===== src/rtl/spi_rx_deser_pkg.sv =====
// Shared types and widths for the SPI receive deserializer.
package spi_deser_pkg;

    localparam int BYTE_W    = 8;
    localparam int BIT_CNT_W = 3;

    typedef enum logic {
        ST_IDLE,
        ST_SHIFT
    } state_t;

    // Shift one received bit into the byte in the configured order.
    function automatic logic [BYTE_W-1:0] shift_in(input logic [BYTE_W-1:0] cur,
                                                   input logic              b,
                                                   input logic              msb_first);
        return msb_first ? {cur[BYTE_W-2:0], b} : {b, cur[BYTE_W-1:1]};
    endfunction

endpackage


===== src/rtl/spi_rx_deser_sync.sv =====
// Single-bit multi-flop synchronizer with a configurable reset level.
module spi_sync #(
    parameter int   STAGES  = 2,
    parameter logic RST_VAL = 1'b0
) (
    input  logic clk,
    input  logic rst,
    input  logic d,
    output logic q
);

    logic [STAGES-1:0] ff;

    always_ff @(posedge clk or posedge rst) begin
        if (rst) ff <= {STAGES{RST_VAL}};
        else     ff <= {ff[STAGES-2:0], d};
    end

    assign q = ff[STAGES-1];

endmodule


===== src/rtl/spi_rx_deser.sv =====
// SPI mode-0 slave receiver: oversampled SCLK/CS_N/MOSI, byte assembly, valid/ready hand-off.
// Optional MISO echo of the last delivered byte is enabled with SPI_RX_DESER_MISO_EN.
module spi_rx_deser
    import spi_deser_pkg::*;
#(
    parameter int SYNC_STAGES = 2,
    parameter int MSB_FIRST   = 1
) (
    input  logic              clk,
    input  logic              rst,
    input  logic              spi_sclk,
    input  logic              spi_cs_n,
    input  logic              spi_mosi,
    output logic              spi_miso,
    output logic [BYTE_W-1:0] rx_data,
    output logic              rx_valid,
    input  logic              rx_ready,
    output logic              rx_overrun,
    output logic              rx_abort
);

    localparam logic MSB = (MSB_FIRST != 0);

    logic sclk_s, cs_s, mosi_s;
    logic sclk_d, cs_d;

    spi_sync #(.STAGES(SYNC_STAGES), .RST_VAL(1'b0)) u_sync_sclk (
        .clk(clk), .rst(rst), .d(spi_sclk), .q(sclk_s));
    spi_sync #(.STAGES(SYNC_STAGES), .RST_VAL(1'b1)) u_sync_cs (
        .clk(clk), .rst(rst), .d(spi_cs_n), .q(cs_s));
    spi_sync #(.STAGES(SYNC_STAGES), .RST_VAL(1'b0)) u_sync_mosi (
        .clk(clk), .rst(rst), .d(spi_mosi), .q(mosi_s));

    always_ff @(posedge clk or posedge rst) begin
        if (rst) begin
            sclk_d <= 1'b0;
            cs_d   <= 1'b1;
        end else begin
            sclk_d <= sclk_s;
            cs_d   <= cs_s;
        end
    end

    wire sclk_rise = sclk_s & ~sclk_d;
    wire cs_rise   = cs_s & ~cs_d;
    wire cs_fall   = ~cs_s & cs_d;

    // After reset the CS_N synchronizer holds its idle level until it has flushed;
    // a fall seen then is only the real line showing through, not a new frame.
    // Frames are accepted once a flushed CS_N high has actually been observed.
    logic [SYNC_STAGES-1:0] settle;
    logic                   armed;

    always_ff @(posedge clk or posedge rst) begin
        if (rst) begin
            settle <= '0;
            armed  <= 1'b0;
        end else begin
            settle <= {settle[SYNC_STAGES-2:0], 1'b1};
            armed  <= armed | (settle[SYNC_STAGES-1] & cs_s);
        end
    end

    wire frame_start = cs_fall & armed;

    state_t               state, state_nxt;
    logic [BIT_CNT_W-1:0] bit_cnt;
    logic [BYTE_W-1:0]    shreg;
    logic [BYTE_W-1:0]    byte_nxt;
    logic                 shift_en, byte_done, abort_now;

    always_comb begin
        state_nxt = state;
        shift_en  = 1'b0;
        byte_done = 1'b0;
        abort_now = 1'b0;
        byte_nxt  = shift_in(shreg, mosi_s, MSB);
        case (state)
            ST_IDLE: begin
                if (frame_start) state_nxt = ST_SHIFT;
            end
            ST_SHIFT: begin
                shift_en  = sclk_rise;
                byte_done = sclk_rise & (&bit_cnt);
                // A bit landing with CS_N rise counts toward the byte before abort is judged.
                abort_now = cs_rise & (sclk_rise ? ~(&bit_cnt) : (bit_cnt != '0));
                if (cs_rise) state_nxt = ST_IDLE;
            end
            default: state_nxt = ST_IDLE;
        endcase
    end

    always_ff @(posedge clk or posedge rst) begin
        if (rst) state <= ST_IDLE;
        else     state <= state_nxt;
    end

    always_ff @(posedge clk or posedge rst) begin
        if (rst) begin
            bit_cnt <= '0;
            shreg   <= '0;
        end else if (cs_rise || frame_start) begin
            bit_cnt <= '0;
            shreg   <= '0;
        end else if (shift_en) begin
            bit_cnt <= bit_cnt + 1'b1;
            shreg   <= byte_nxt;
        end
    end

    // Holding register: a completing byte loads unless an unconsumed byte is still parked.
    always_ff @(posedge clk or posedge rst) begin
        if (rst) begin
            rx_data    <= '0;
            rx_valid   <= 1'b0;
            rx_overrun <= 1'b0;
            rx_abort   <= 1'b0;
        end else begin
            rx_abort <= abort_now;
            if (byte_done) begin
                if (!rx_valid || rx_ready) begin
                    rx_data  <= byte_nxt;
                    rx_valid <= 1'b1;
                end else begin
                    rx_overrun <= 1'b1;
                end
            end else if (rx_valid && rx_ready) begin
                rx_valid <= 1'b0;
            end
            if (frame_start) rx_overrun <= 1'b0;
        end
    end

`ifdef SPI_RX_DESER_MISO_EN
    wire sclk_fall = ~sclk_s & sclk_d;
    logic [BYTE_W-1:0] tx_reg;

    // Preloaded at frame start so the first bit is on the wire before the first rise.
    always_ff @(posedge clk or posedge rst) begin
        if (rst)
            tx_reg <= '0;
        else if (state == ST_IDLE && frame_start)
            tx_reg <= rx_data;
        else if (state == ST_SHIFT && sclk_fall)
            tx_reg <= MSB ? {tx_reg[BYTE_W-2:0], 1'b0} : {1'b0, tx_reg[BYTE_W-1:1]};
    end

    assign spi_miso = MSB ? tx_reg[BYTE_W-1] : tx_reg[0];
`else
    assign spi_miso = 1'b0;
`endif

endmodule


===== config.mk =====
export PLATFORM = sky130hd
export DESIGN_NAME = spi_rx_deser
export DESIGN_NICKNAME = d
export VERILOG_FILES = /design/src/rtl/spi_rx_deser_pkg.sv /design/src/rtl/spi_rx_deser_sync.sv /design/src/rtl/spi_rx_deser.sv
export SDC_FILE = /design/constraint.sdc
export NUM_CORES = 1
export LEC_CHECK = 0
export ABC_AREA = 1
export BUFFER_PORTS_ARGS = -buffer_cell sky130_fd_sc_hd__buf_2
export CORE_AREA = 2 2 52 54
export CTS_CLUSTER_SIZE = 28
export DETAILED_ROUTE_END_ITERATION = 10
export DIE_AREA = 0 0 54 56
export GPL_ROUTABILITY_DRIVEN = 0
export PLACE_DENSITY_LB_ADDON = 0.2
export SYNTH_ARGS = -nofsm -noshare
export SYNTH_HDL_FRONTEND = slang
export SYNTH_HIERARCHICAL = 1
export SYNTH_SLANG_ARGS = --single-unit
export TNS_END_PERCENT = 50

===== constraint.sdc =====
create_clock -name clk -period 1.74 [get_ports clk]
set_input_delay 0 -clock clk [delete_from_list [all_inputs] [get_ports clk]]
set_output_delay 0 -clock clk [all_outputs]
set_load 0.05 [all_outputs]

* Word-level counts from Yosys, hierarchy flattened
Cells that the tools add are included.
Widths: inputs -> output; s select.
** Word-level totals
- Register bits after elaboration :: 33
- Input bits :: 6
- Output and inout port bits :: 12
- Logic and storage cells :: 59
** Cells by class
- Add/sub/neg operators :: 1
- Equality and inequality tests :: 2
- Muxes and demuxes :: 17
- Bitwise logic cells :: 13
- Reduce and logical (&&, ||, !) cells :: 12
** Operator list (number)
- $mux 7 :: 2
- $mux 1 :: 12
- $and 1x1->1 :: 7
- $mux 3 :: 2
- $reduce_and 2->1 :: 3
- $reduce_bool 2->1 :: 3
- $not 1->1 :: 5
- $add 3x1->3 const B :: 1
- $reduce_and 3->1 :: 1
- $reduce_bool 3->1 :: 1
- $logic_or 1x1->1 :: 2
- $ne 2x1->1 const B :: 1
- $ne 2x2->1 const B :: 1
- $pmux 1 s2 :: 1
- $logic_and 1x1->1 :: 1
- $logic_not 1->1 :: 1
- $or 1x1->1 :: 1

* Logic depth before layout (Yosys ltp)
- Depth in word-level cells :: 6
- Depth in mapped cells :: 7
- Depth with buffers taken out :: 7

* Cells and area by module
Netlist, hierarchy kept.
** Modules (own cells, without submodules)
- spi_rx_deser :: times used 1, cells each 121, area an instance 1112.3 sq um, sequential area each 676.9 sq um
- spi_sync at u_sync_mosi ... :: times used 2, cells each 3, area an instance 53.8 sq um, sequential area each 50.0 sq um
- spi_sync at u_sync_cs :: times used 1, cells each 3, area an instance 56.3 sq um, sequential area each 52.6 sq um

* Worst setup path after synthesis
No wires, ideal clock.
- Path type :: register to register
- From :: reg rx_valid
- To :: reg rx_data[0]
- Library setup time :: 0.065 ns
- Arrival :: 1.189 ns
- Data required time :: 1.675 ns
- Path slack :: 0.486 ns
- Cell stages (with the launch flop) :: 7
- Buffers on the path :: 0
- Period minus slack after synthesis :: 1.254 ns
- Path through :: dfrtp_1 > inv_1 > nor2_2 > inv_1 > nand3_2 > nand2_1 > nand2_1
** On the way
- Cells in the longest elaborated chain, start to end :: 3
** Ends and longest elaborated chain
- from (decl) :: line spi_rx_deser.sv:16 : output logic rx_valid,
- from (signal assigned) :: line spi_rx_deser.sv:115 : rx_valid <= 1'b0;
- from (signal assigned) :: line spi_rx_deser.sv:123 : rx_valid <= 1'b1;
- from (signal assigned) :: line spi_rx_deser.sv:128 : rx_valid <= 1'b0;
- $logic_not 1->1 :: line spi_rx_deser.sv:121 : if (!rx_valid || rx_ready) begin
- $logic_or 1x1->1 :: line spi_rx_deser.sv:121
- $reduce_and 2->1 (no source line)
- to (signal assigned) :: line spi_rx_deser.sv:122 : rx_data <= byte_nxt;
- to (decl) :: line spi_rx_deser.sv:15 : output logic [BYTE_W-1:0] rx_data,
No other way between the ends.
A chain may end at the register's enable or synchronous reset.

* Final worst setup path
- From :: reg bit_cnt[1]
- To :: reg rx_data[0]
** On the way
- Cells in the longest elaborated chain, start to end :: 4
** Ends and longest elaborated chain
- from (decl) :: line spi_rx_deser.sv:67 : logic [BIT_CNT_W-1:0] bit_cnt;
- from (signal assigned) :: line spi_rx_deser.sv:106 : bit_cnt <= bit_cnt + 1'b1;
- $reduce_and 3->1 :: line spi_rx_deser.sv:84 : byte_done = sclk_rise & (&bit_cnt);
- $and 1x1->1 :: line spi_rx_deser.sv:84
- $mux 1 :: line spi_rx_deser.sv:78 : case (state)
- $reduce_and 2->1 (no source line)
No other way between the ends.

==> results_dict.tcl <==
set metrics [dict create \
    die_x_um 54 \
    wl_per_cell_um 11.3 \
    numCtsBuffers 5 \
    cts_resized 0 \
    fp.dieArea_sq_um 3020 \
    leakage_nw 0.796 \
    synthTopCellsByArea "dfrtp_1 59%, nand2_1 15%, dfstp_2 6.2%" \
    io_pins 18 \
    grt_pass1_vias 868 \
    maxCapViolCount 0 \
    yosys_register_bits 33 \
    syn_area_sq_um 1280 \
    root_buffer "clkbuf_4" \
    required_ns 1.96 \
    yosysMostFrequentCell "nand2_1" \
    async_flop_share 1.00 \
    setup_ws_ns 0.368 \
    grt-ovfl-total 0 \
    ir_drop_mv 0.635 \
    skew_ns 0.00716 \
    period_share 0.789 \
    post_cts_buffers 0 \
    hold_buffers 4 \
    synthCells 130 \
    synth_fp_nets 139 \
    synthDistinctLibCells 18 \
    drt_iter0_markers 17 \
    min_period_ns 1.37 \
    maxSlewViolCount 0 \
    worst_skew_pair.late_latency_ns 0.33 \
    die_y_um 56 \
    start_util 0.525 \
    critPathKind "flop to flop" \
    rows 18 \
    fin_area_sq_um 1480 \
    start_kind "flop" \
    antenna_found_initial 0 \
    cts_tree "done" \
    wirelength_mm 2.11 \
    drc 0 \
    min-delay-path-class "input port to flop" \
    layout-drive-gt1-share 0.204 \
    synth_top_area_share 0.588 \
    grt_start_max_net_pins 28 \
    seq_area_frac_synth 0.650 \
    yosysWarnings 6 \
    synth_top_area_cell "dfrtp_1" \
    synthFlopType "dfrtp_1" \
    place_area_sq_um 1390 \
    end_kind "flop" \
    gr-usage-all-layers 0.176 \
    final_hold_viol_count 0 \
    io_buffers 16 \
    setup_violations 0 \
    hpwl_mm 1.57 \
    final.setup.tns_ns 0 \
    arrival_ns 1.59 \
    syn_to_final_growth_pct 15.8 \
    synth_edf_count 0 \
    cts_buffer_depth 2 \
    cts_sinks 33 \
    avgViaCountPerCell 4.65 \
    h-tree-depth 2 \
    vias 870 \
    rsz0062_at_grt "no" \
    dp_slack_ns 0.373 \
    fin_util 0.608 \
    diodes 0 \
    clkTransAtPathRegs_ns 0.09 \
    outcome "finished clean" \
    antenna_left 0 \
    worst-path-max-fanout 8 \
    p_total_mw 1.28 \
    min_delay_path_depth 4 \
    rr_worst_depth 7 \
    max_freq_mhz 729 \
    firstDrtPassIters 4 \
    core-area_sq_um 2430 \
    synthTopCellsByCount "52 x nand2_1, 30 x dfrtp_1, 13 x inv_1, 9 x a21oi_1, 6 x nor2_1" \
    layout.nets 165 \
    grt_pass1_wl_mm 3.69 \
    syn_area_per_cell_sq_um 9.82 \
    powerDensity_nw_per_um2 867 \
]
final cells by class:
type,count,area (sq um)
fill,212,955
tap,30,37.5
inverter,14,52.6
clock buffer,8,48.8
multi-input combinational,81,382
sequential,33,830
timing repair buffer,21,128
per-layer routing:
metal  track usage  share of wire  routed length, um
met1         0.199           0.43                903
met2         0.267           0.50               1060
met3        0.0806          0.047                 99
met4         0.104          0.023                 49
met5             0              0                  0
worst max-delay path, cell delays in order, from the launching register on:
cell	delay [ns]
dfrtp_1	0.39
ha_1	0.16
ha_1	0.18
inv_1	0.05
nor2_1	0.16
nand3_2	0.18
nand2_1	0.10
nand2_1	0.06
final timing paths:
path / slack (ns) / startpoint / to
worst max-delay path: 0.37 / bit_cnt[1] / rx_data[0]
min in group asynchronous: 0.08 / rst / u_sync_mosi/ff[1]
max in group asynchronous: 1.15 / rst / cs_d
worst min register to register: 0.35 / u_sync_sclk/ff[0] / u_sync_sclk/ff[1]
worst max register to register: 0.37 / bit_cnt[1] / rx_data[0]
worst min-delay path: 0.02 / rx_ready / rx_valid
cell usage in the layout, fill, tap and decap left out, drive strengths merged, types with 3 or more instances in the layout:
cell type	n
a21oi	9
buf	17
clkbuf	8
dfrtp	30
dfstp	3
dlygate4sd3	4
ha	3
inv	14
nand2	52
nand3	3
nor2	9
registers in the layout, indices dropped and copies added (netlist names):
name / cells
armed: 1
bit_cnt: 3
cs_d: 1
rx_abort: 1
rx_data: 8
rx_overrun: 1
rx_valid: 1
sclk_d: 1
settle: 2
shreg: 7
state: 1
u_sync_cs/ff: 2
u_sync_mosi/ff: 2
u_sync_sclk/ff: 2
kinds of logic (layout without fill, tap and decap cells):
family	Yosys count	in the layout	synth area share
AO/OA/AOI/OAI	10	10	0.0412
adder cells (fa/ha/maj)	3	3	0.0294
buffers and inverters	16	43	0.0510
flip-flops	33	33	0.650
other	2	2	0.00588
AND/OR/NAND/NOR	66	66	0.223
per-stage QoR:
stage / hold WS, ns / std cells
after floorplan: -0.259 / 130
after global placement: -0.121 / 175
after detailed placement: -0.114 / 175
after CTS: 0.00810 / 187
after global routing: 0.0196 / 187
final: 0.0166 / 187
report_power, final:
part	switching (mW)	total [mW]	internal [mW]
logic	0.0573	0.0833	0.0260
clock network	0.231	0.392	0.161
registers	0.0155	0.805	0.790
total	0.304	1.28	0.976
Power figures use the tool's default switching activity.
